==> config.mk <==
export PLATFORM = sky130hd
export DESIGN_NAME = riscv_mem_arbiter_flat
export DESIGN_NICKNAME = d
export VERILOG_FILES = /design/src/rtl/riscv_mem_arbiter_if.sv /design/src/rtl/riscv_mem_arbiter.sv /design/src/flat_wrapper.sv
export SDC_FILE = /design/constraint.sdc
export NUM_CORES = 1
export LEC_CHECK = 0
export ABC_AREA = 1
export CORE_AREA = 2 2 107 109
export DETAILED_ROUTE_END_ITERATION = 6
export DIE_AREA = 0 0 109 111
export PLACE_DENSITY = 0.7
export RECOVER_POWER = 100
export REMOVE_ABC_BUFFERS = 1
export SLEW_MARGIN = 20
export SYNTH_ARGS = -nofsm -noshare
export SYNTH_HDL_FRONTEND = slang
export SYNTH_SLANG_ARGS = --single-unit
==> constraint.sdc <==
create_clock -name clk -period 2.3 [get_ports clk]
set_clock_uncertainty 0.2 [all_clocks]
set_input_delay 0.345 -clock clk [delete_from_list [all_inputs] [get_ports clk]]
set_output_delay 0.345 -clock clk [all_outputs]
set_load 0.005 [all_outputs]
==> src/rtl/riscv_mem_arbiter_if.sv <==
// Bus bundle between the core's iBus/dBus, the arbiter and the shared memory port.
// slave = arbiter view, master = core + memory view.
interface riscv_mem_arbiter_if;
  logic        iBus_cmd_valid;
  logic        iBus_cmd_ready;
  logic [31:0] iBus_cmd_payload_pc;
  logic        iBus_rsp_ready;
  logic        iBus_rsp_err;
  logic [31:0] iBus_rsp_inst;

  logic        dBus_cmd_valid;
  logic        dBus_cmd_ready;
  logic [31:0] dBus_cmd_payload_address;
  logic [31:0] dBus_cmd_payload_data;
  logic [1:0]  dBus_cmd_payload_size;
  logic        dBus_cmd_payload_wr;
  logic        dBus_rsp_ready;
  logic        dBus_rsp_err;
  logic [31:0] dBus_rsp_data;

  logic        mem_cmd_valid;
  logic        mem_cmd_ready;
  logic [31:0] mem_cmd_addr;
  logic [31:0] mem_cmd_wdata;
  logic [1:0]  mem_cmd_size;
  logic        mem_cmd_wr;
  logic        mem_rsp_valid;
  logic [31:0] mem_rsp_rdata;
  logic        mem_rsp_err;

  modport slave (
    input  iBus_cmd_valid, iBus_cmd_payload_pc,
    output iBus_cmd_ready, iBus_rsp_ready, iBus_rsp_err, iBus_rsp_inst,
    input  dBus_cmd_valid, dBus_cmd_payload_address, dBus_cmd_payload_data,
    input  dBus_cmd_payload_size, dBus_cmd_payload_wr,
    output dBus_cmd_ready, dBus_rsp_ready, dBus_rsp_err, dBus_rsp_data,
    output mem_cmd_valid, mem_cmd_addr, mem_cmd_wdata, mem_cmd_size, mem_cmd_wr,
    input  mem_cmd_ready, mem_rsp_valid, mem_rsp_rdata, mem_rsp_err
  );

  modport master (
    output iBus_cmd_valid, iBus_cmd_payload_pc,
    input  iBus_cmd_ready, iBus_rsp_ready, iBus_rsp_err, iBus_rsp_inst,
    output dBus_cmd_valid, dBus_cmd_payload_address, dBus_cmd_payload_data,
    output dBus_cmd_payload_size, dBus_cmd_payload_wr,
    input  dBus_cmd_ready, dBus_rsp_ready, dBus_rsp_err, dBus_rsp_data,
    input  mem_cmd_valid, mem_cmd_addr, mem_cmd_wdata, mem_cmd_size, mem_cmd_wr,
    output mem_cmd_ready, mem_rsp_valid, mem_rsp_rdata, mem_rsp_err
  );
endinterface

==> src/rtl/riscv_mem_arbiter.sv <==
// Shares one memory port between iBus and dBus: locked arbitration on the command
// side, in-order source-ID FIFO to steer responses back to the issuing requester.
module riscv_mem_arbiter #(
  parameter int unsigned MAX_OUTSTANDING = 4,
  parameter bit          DBUS_PRIORITY   = 1'b0
) (
  input  logic                      clk,
  input  logic                      rst,
  riscv_mem_arbiter_if.slave        bus,
  output logic                      rsp_orphan
);

  localparam int unsigned PTR_W = (MAX_OUTSTANDING > 1) ? $clog2(MAX_OUTSTANDING) : 1;
  localparam int unsigned CNT_W = PTR_W + 1;
  localparam logic [CNT_W-1:0] FULL_CNT = CNT_W'(MAX_OUTSTANDING);

  typedef enum logic [1:0] {
    IDLE   = 2'd0,
    HOLD_I = 2'd1,
    HOLD_D = 2'd2
  } state_t;

  state_t                    state;
  logic                      last_grant;   // 0 = iBus, 1 = dBus
  logic [MAX_OUTSTANDING-1:0] id_mem;
  logic [PTR_W-1:0]          wr_ptr;
  logic [PTR_W-1:0]          rd_ptr;
  logic [CNT_W-1:0]          count;

  logic owner_d;
  logic owner_valid;
  logic fifo_full;
  logic fifo_empty;
  logic present;
  logic accept;
  logic head_id;
  logic rsp_pop;
  logic orphan_hit;

  // Owner selection: locked owner in HOLD_x, otherwise arbitrate among valid requesters.
  always_comb begin
    owner_d     = 1'b0;
    owner_valid = 1'b0;
    unique case (state)
      HOLD_I: begin
        owner_d     = 1'b0;
        owner_valid = bus.iBus_cmd_valid;
      end
      HOLD_D: begin
        owner_d     = 1'b1;
        owner_valid = bus.dBus_cmd_valid;
      end
      default: begin
        owner_valid = bus.iBus_cmd_valid | bus.dBus_cmd_valid;
        if (bus.iBus_cmd_valid && bus.dBus_cmd_valid)
          owner_d = DBUS_PRIORITY ? 1'b1 : ~last_grant;
        else
          owner_d = bus.dBus_cmd_valid;
      end
    endcase
  end

  assign fifo_full  = (count == FULL_CNT);
  assign fifo_empty = (count == CNT_W'(0));
  assign present    = owner_valid & ~fifo_full & ~rst;
  assign accept     = present & bus.mem_cmd_ready;

  // Command mux toward memory; iBus fetches are always word reads.
  always_comb begin
    bus.mem_cmd_valid  = 1'b0;
    bus.mem_cmd_addr   = 32'd0;
    bus.mem_cmd_wdata  = 32'd0;
    bus.mem_cmd_size   = 2'd0;
    bus.mem_cmd_wr     = 1'b0;
    bus.iBus_cmd_ready = 1'b0;
    bus.dBus_cmd_ready = 1'b0;
    if (present) begin
      bus.mem_cmd_valid = 1'b1;
      if (owner_d) begin
        bus.mem_cmd_addr  = bus.dBus_cmd_payload_address;
        bus.mem_cmd_wdata = bus.dBus_cmd_payload_data;
        bus.mem_cmd_size  = bus.dBus_cmd_payload_size;
        bus.mem_cmd_wr    = bus.dBus_cmd_payload_wr;
      end else begin
        bus.mem_cmd_addr  = bus.iBus_cmd_payload_pc;
        bus.mem_cmd_size  = 2'd2;
      end
      bus.iBus_cmd_ready = bus.mem_cmd_ready & ~owner_d;
      bus.dBus_cmd_ready = bus.mem_cmd_ready &  owner_d;
    end
  end

  assign head_id    = id_mem[rd_ptr];
  assign rsp_pop    = bus.mem_rsp_valid & ~fifo_empty & ~rst;
  assign orphan_hit = bus.mem_rsp_valid & fifo_empty;

  // Response steering from the FIFO head; idle data lanes are held at zero.
  always_comb begin
    bus.iBus_rsp_ready = 1'b0;
    bus.iBus_rsp_err   = 1'b0;
    bus.iBus_rsp_inst  = 32'd0;
    bus.dBus_rsp_ready = 1'b0;
    bus.dBus_rsp_err   = 1'b0;
    bus.dBus_rsp_data  = 32'd0;
    if (rsp_pop) begin
      if (head_id) begin
        bus.dBus_rsp_ready = 1'b1;
        bus.dBus_rsp_err   = bus.mem_rsp_err;
        bus.dBus_rsp_data  = bus.mem_rsp_rdata;
      end else begin
        bus.iBus_rsp_ready = 1'b1;
        bus.iBus_rsp_err   = bus.mem_rsp_err;
        bus.iBus_rsp_inst  = bus.mem_rsp_rdata;
      end
    end
  end

  // In-order ID FIFO; pointers wrap naturally since depth is a power of two.
  always_ff @(posedge clk or posedge rst) begin
    if (rst) begin
      id_mem <= '0;
      wr_ptr <= '0;
      rd_ptr <= '0;
      count  <= '0;
    end else begin
      if (accept) begin
        id_mem[wr_ptr] <= owner_d;
        wr_ptr         <= wr_ptr + PTR_W'(1);
      end
      if (rsp_pop)
        rd_ptr <= rd_ptr + PTR_W'(1);
      unique case ({accept, rsp_pop})
        2'b10:   count <= count + CNT_W'(1);
        2'b01:   count <= count - CNT_W'(1);
        default: count <= count;
      endcase
    end
  end

  // Lock FSM: a presented-but-unaccepted command pins the owner until memory takes it.
  always_ff @(posedge clk or posedge rst) begin
    if (rst) begin
      state      <= IDLE;
      last_grant <= 1'b1;
    end else if (accept) begin
      state      <= IDLE;
      last_grant <= owner_d;
    end else if (state == IDLE && present) begin
      state      <= owner_d ? HOLD_D : HOLD_I;
    end
  end

  always_ff @(posedge clk or posedge rst) begin
    if (rst)
      rsp_orphan <= 1'b0;
    else if (orphan_hit)
      rsp_orphan <= 1'b1;
  end

endmodule

==> src/flat_wrapper.sv <==
// flat-port wrapper written by rule: the top's interface ports become plain ports
module riscv_mem_arbiter_flat 
#(
  parameter int unsigned MAX_OUTSTANDING = 4,
  parameter bit          DBUS_PRIORITY   = 1'b0
)
  (clk, rst, rsp_orphan, bus_iBus_cmd_valid, bus_iBus_cmd_payload_pc, bus_iBus_cmd_ready, bus_iBus_rsp_ready, bus_iBus_rsp_err, bus_iBus_rsp_inst, bus_dBus_cmd_valid, bus_dBus_cmd_payload_address, bus_dBus_cmd_payload_data, bus_dBus_cmd_payload_size, bus_dBus_cmd_payload_wr, bus_dBus_cmd_ready, bus_dBus_rsp_ready, bus_dBus_rsp_err, bus_dBus_rsp_data, bus_mem_cmd_valid, bus_mem_cmd_addr, bus_mem_cmd_wdata, bus_mem_cmd_size, bus_mem_cmd_wr, bus_mem_cmd_ready, bus_mem_rsp_valid, bus_mem_rsp_rdata, bus_mem_rsp_err);
  riscv_mem_arbiter_if bus_i ();
  input  logic clk;
  input  logic rst;
  output logic rsp_orphan;
  input wire logic [$bits(bus_i.iBus_cmd_valid)-1:0] bus_iBus_cmd_valid;
  input wire logic [$bits(bus_i.iBus_cmd_payload_pc)-1:0] bus_iBus_cmd_payload_pc;
  output wire logic [$bits(bus_i.iBus_cmd_ready)-1:0] bus_iBus_cmd_ready;
  output wire logic [$bits(bus_i.iBus_rsp_ready)-1:0] bus_iBus_rsp_ready;
  output wire logic [$bits(bus_i.iBus_rsp_err)-1:0] bus_iBus_rsp_err;
  output wire logic [$bits(bus_i.iBus_rsp_inst)-1:0] bus_iBus_rsp_inst;
  input wire logic [$bits(bus_i.dBus_cmd_valid)-1:0] bus_dBus_cmd_valid;
  input wire logic [$bits(bus_i.dBus_cmd_payload_address)-1:0] bus_dBus_cmd_payload_address;
  input wire logic [$bits(bus_i.dBus_cmd_payload_data)-1:0] bus_dBus_cmd_payload_data;
  input wire logic [$bits(bus_i.dBus_cmd_payload_size)-1:0] bus_dBus_cmd_payload_size;
  input wire logic [$bits(bus_i.dBus_cmd_payload_wr)-1:0] bus_dBus_cmd_payload_wr;
  output wire logic [$bits(bus_i.dBus_cmd_ready)-1:0] bus_dBus_cmd_ready;
  output wire logic [$bits(bus_i.dBus_rsp_ready)-1:0] bus_dBus_rsp_ready;
  output wire logic [$bits(bus_i.dBus_rsp_err)-1:0] bus_dBus_rsp_err;
  output wire logic [$bits(bus_i.dBus_rsp_data)-1:0] bus_dBus_rsp_data;
  output wire logic [$bits(bus_i.mem_cmd_valid)-1:0] bus_mem_cmd_valid;
  output wire logic [$bits(bus_i.mem_cmd_addr)-1:0] bus_mem_cmd_addr;
  output wire logic [$bits(bus_i.mem_cmd_wdata)-1:0] bus_mem_cmd_wdata;
  output wire logic [$bits(bus_i.mem_cmd_size)-1:0] bus_mem_cmd_size;
  output wire logic [$bits(bus_i.mem_cmd_wr)-1:0] bus_mem_cmd_wr;
  input wire logic [$bits(bus_i.mem_cmd_ready)-1:0] bus_mem_cmd_ready;
  input wire logic [$bits(bus_i.mem_rsp_valid)-1:0] bus_mem_rsp_valid;
  input wire logic [$bits(bus_i.mem_rsp_rdata)-1:0] bus_mem_rsp_rdata;
  input wire logic [$bits(bus_i.mem_rsp_err)-1:0] bus_mem_rsp_err;
  assign bus_i.iBus_cmd_valid = bus_iBus_cmd_valid;
  assign bus_i.iBus_cmd_payload_pc = bus_iBus_cmd_payload_pc;
  assign bus_iBus_cmd_ready = bus_i.iBus_cmd_ready;
  assign bus_iBus_rsp_ready = bus_i.iBus_rsp_ready;
  assign bus_iBus_rsp_err = bus_i.iBus_rsp_err;
  assign bus_iBus_rsp_inst = bus_i.iBus_rsp_inst;
  assign bus_i.dBus_cmd_valid = bus_dBus_cmd_valid;
  assign bus_i.dBus_cmd_payload_address = bus_dBus_cmd_payload_address;
  assign bus_i.dBus_cmd_payload_data = bus_dBus_cmd_payload_data;
  assign bus_i.dBus_cmd_payload_size = bus_dBus_cmd_payload_size;
  assign bus_i.dBus_cmd_payload_wr = bus_dBus_cmd_payload_wr;
  assign bus_dBus_cmd_ready = bus_i.dBus_cmd_ready;
  assign bus_dBus_rsp_ready = bus_i.dBus_rsp_ready;
  assign bus_dBus_rsp_err = bus_i.dBus_rsp_err;
  assign bus_dBus_rsp_data = bus_i.dBus_rsp_data;
  assign bus_mem_cmd_valid = bus_i.mem_cmd_valid;
  assign bus_mem_cmd_addr = bus_i.mem_cmd_addr;
  assign bus_mem_cmd_wdata = bus_i.mem_cmd_wdata;
  assign bus_mem_cmd_size = bus_i.mem_cmd_size;
  assign bus_mem_cmd_wr = bus_i.mem_cmd_wr;
  assign bus_i.mem_cmd_ready = bus_mem_cmd_ready;
  assign bus_i.mem_rsp_valid = bus_mem_rsp_valid;
  assign bus_i.mem_rsp_rdata = bus_mem_rsp_rdata;
  assign bus_i.mem_rsp_err = bus_mem_rsp_err;
  riscv_mem_arbiter #(.MAX_OUTSTANDING(MAX_OUTSTANDING), .DBUS_PRIORITY(DBUS_PRIORITY)) u_core (.clk(clk), .rst(rst), .bus(bus_i), .rsp_orphan(rsp_orphan));
endmodule
==> results.py, run 1 <==
metrics = {
    "status": {
        "outcome": "complete, but fails checks",
        "violations": "negative setup slack",
    },
    "pwr": {
        "ir_drop_mv": 1.06,
        "powerDensity_mw_per_mm2": 1260,
        "power.leakage_uw": 0.00334,
    },
    "detailed_routing": {
        "avgRoutedWirePerCell_um": 16.0,
        "antenna_left": 0,
        "drt-initial-drc-count": 204,
        "num_vias": 4070,
        "detail_route.first_pass.iterations": 5,
        "viasPerCell": 4.53,
        "wl_mm": 14.4,
        "drc": 0,
    },
    "finish": {
        "multi_input_area_mm2": 0.00230,
        "fillers": 990,
        "syn2layout_area_growth_pct": 172,
        "register_area_um2": 377,
        "stdcell_count": 899,
        "final_area_mm2": 0.00653,
        "layout-drive-gt1-share_pct": 50.6,
        "nNetsFinal": 903,
    },
    "global_routing": {
        "grt_overflow": 0,
        "grt_pass1_wl_mm": 19.9,
        "grt_pass1_vias": 4207,
        "grt_start_max_net_pins": 18,
        "antenna_found_initial": 1,
        "grt_usage_pct": 20.7,
    },
    "place": {
        "dp_hpwl_mm": 9.81,
        "dp_slack_ns": -0.456,
        "dp_cells": 852,
        "dpl_cell_area_mm2": 0.00557,
        "place.gp.congestion": 0.919,
        "port_buffers": 276,
    },
    "critical_path": {
        "required_ns": 1.75,
        "end_kind": "primary output",
        "crit_fanout": 6,
        "crit_type": "register to primary output",
        "start_kind": "register",
        "crit_arrival_ns": 2.03,
    },
    "timing": {
        "fin_crit_sh_pct": 112,
        "layout_setup_ws_ns": -0.280,
        "hold_viol": 0,
        "rsz0062_at_grt": "true",
        "worst_pin_slew_ns": 0.488,
        "min_period_ns": 2.58,
        "fmaxAchievable_mhz": 388,
        "max_slew_margin_pct": 67.5,
        "drv_slew": 0,
        "setup_viol": 133,
        "fin_hold_ws_ns": 0.265,
    },
    "synthesis": {
        "synth_common_cells": "nand2_1, nor2_1, inv_1, a21oi_1, nor2_4",
        "syn_area_mm2": 0.00240,
        "synthCells": 411,
        "synth_top_area_cell": "nand2_1",
        "ys_top_cells_by_area": "nand2_1, dfrtp_1, nor2_1",
        "ys_warn_count": 0,
        "synth_area_per_cell_um2": 5.84,
        "synth.distinct_cells": 28,
        "ys_async_sr_fraction_pct": 100,
        "synth-seq-cells": 15,
        "synth-seq-area-share_pct": 15.7,
        "synth_ff_type": "dfrtp_1",
        "synthMostInstantiatedCell": "nand2_1",
        "synth_top_area_share_pct": 21.6,
        "synth_edf_count": 0,
    },
    "die": {
        "die_h_um": 111,
        "die_w_um": 109,
        "ios": 277,
        "floorplan.initialDensity_pct": 21.7,
        "die_area_mm2": 0.0121,
        "core_area_mm2": 0.0111,
        "rows": 39,
    },
    "clock_network": {
        "cts_tree": "built",
        "h-tree-depth": 1,
        "path_clk_slew_ns": 0.05,
        "insertion_delay_ns": 0.25,
        "cts_buffers": 3,
        "cts_root_buf": "clkbuf_16",
        "cts_max_path_buffers": 2,
        "postCtsHoldBufs": 0,
        "clock_sinks": 15,
    },
    "flow_run": {
        "cap_viol_max_count": 0,
    },
    "min_path": {
        "worst_hold_path_type": "register to register",
    },
}
critical path, stage by stage (launching register included):
cell and delay [ns]:
dfrtp_1 0.40, inv_2 0.10, ha_4 0.23, nand2_4 0.07, a21boi_4 0.20, buf_6 0.14, buf_6 0.11, buf_12 0.12
buf_12 0.11, nand2_4 0.04, nor2_2 0.12, buf_2 0.15
timing repair:
item	in CTS	in global routing
gates resized for setup	425	283
buffers inserted	22	8
setup endpoints to repair	140	121
pin swaps	11	50
cloned	11	5
sequential cells by signal (all words and copies together) (netlist names):
name and count:
u_core.wr_ptr 2, u_core.state 2, u_core.rd_ptr 2, u_core.id_mem 4
u_core.rsp_orphan 1, u_core.count 3, u_core.last_grant 1
through the flow:
step | utilization [%] | TNS (ns) | power [uW]
3_3_place_gp | 50.2 | -41.51 | 4910
2_1_floorplan | - | -143.21 | 2170
3_5_place_dp | 50.2 | -43.27 | 4970
4_1_cts | 56.4 | -11.61 | 7170
6_report | 58.9 | -15.36 | 8240
5_1_grt | 58.9 | -27.18 | 8690
logic make-up after synthesis:
family | count (synthesis) | share of synthesized area, %
and+or+nand+nor | 268 | 51.4
buffers and inverters | 77 | 18.3
AOI/OAI and AO/OA | 39 | 8.49
DFF | 15 | 15.7
adders and majority gates | 9 | 5.00
xor gates and xnor gates | 3 | 1.09
where the power goes:
group          switching [uW]  internal, uW
Clock                     102           234
Sequential                104           390
Combinational            3640          3770
Total                    3850          4390
routing by layer:
layer  part of all wire, %  vias up  global-route usage (%)
met4                   3.0        0                    7.35
li1                      -     1927                       -
met1                    32     1865                    19.3
met5                     0        -                       0
met2                    56      239                    41.8
met3                   9.0       39                    4.88
placed cells by master, fill, tap and decap left out, drive strengths merged:
cell type and instances:
bufbuf 1, a21oi 34, buf 163, fa 1, o21ai 2, clkdlybuf4s15 7
inv 52, clkdlybuf4s50 135, dlygate4sd3 2, dlygate4sd2 18, xnor2 1, nand3 3
diode 1, xor2 2, a21boi 1, o211ai 1, a31o 1, nand4 10
nor2 111, ha 8, dfrtp 14, clkbuf 42, dfstp 1, nand2 145
path summary, 6_finish.rpt:
path	startpoint	end	slack, ns	depth (start not counted)
worst min register to register	u_core.rsp_orphan	u_core.rsp_orphan	0.27	1
worst max-delay path	u_core.state[1]	bus_mem_cmd_wdata[6]	-0.28	11
worst max register to register	u_core.state[1]	u_core.count[2]	-0.08	14
worst min-delay path	u_core.rsp_orphan	u_core.rsp_orphan	0.27	1
max in group asynchronous	rst	u_core.count[1]	0.97	4
min in group asynchronous	rst	u_core.rsp_orphan	0.45	4
area by class of cell:
type                    count  area share [%]
diodes                      1          0.0383
clock buffers               4            1.21
inverters                  52            3.14
multi-input cells         320            35.3
flip-flops and latches     15            5.77
well taps                 143            2.74
repair buffers            364            51.8
Note: power is estimated with default switching activity, not from simulation.
==> run 2, diff against run 1 <==
--- a/config.mk
+++ b/config.mk
@@ -6,6 +6,7 @@
 export NUM_CORES = 1
 export LEC_CHECK = 0
 export ABC_AREA = 1
+export CAP_MARGIN = 20
 export CORE_AREA = 2 2 107 109
 export DETAILED_ROUTE_END_ITERATION = 6
 export DIE_AREA = 0 0 109 111
==> results of run 2 <==
The final DEF is identical to that of run 1; final timing and power are the same.
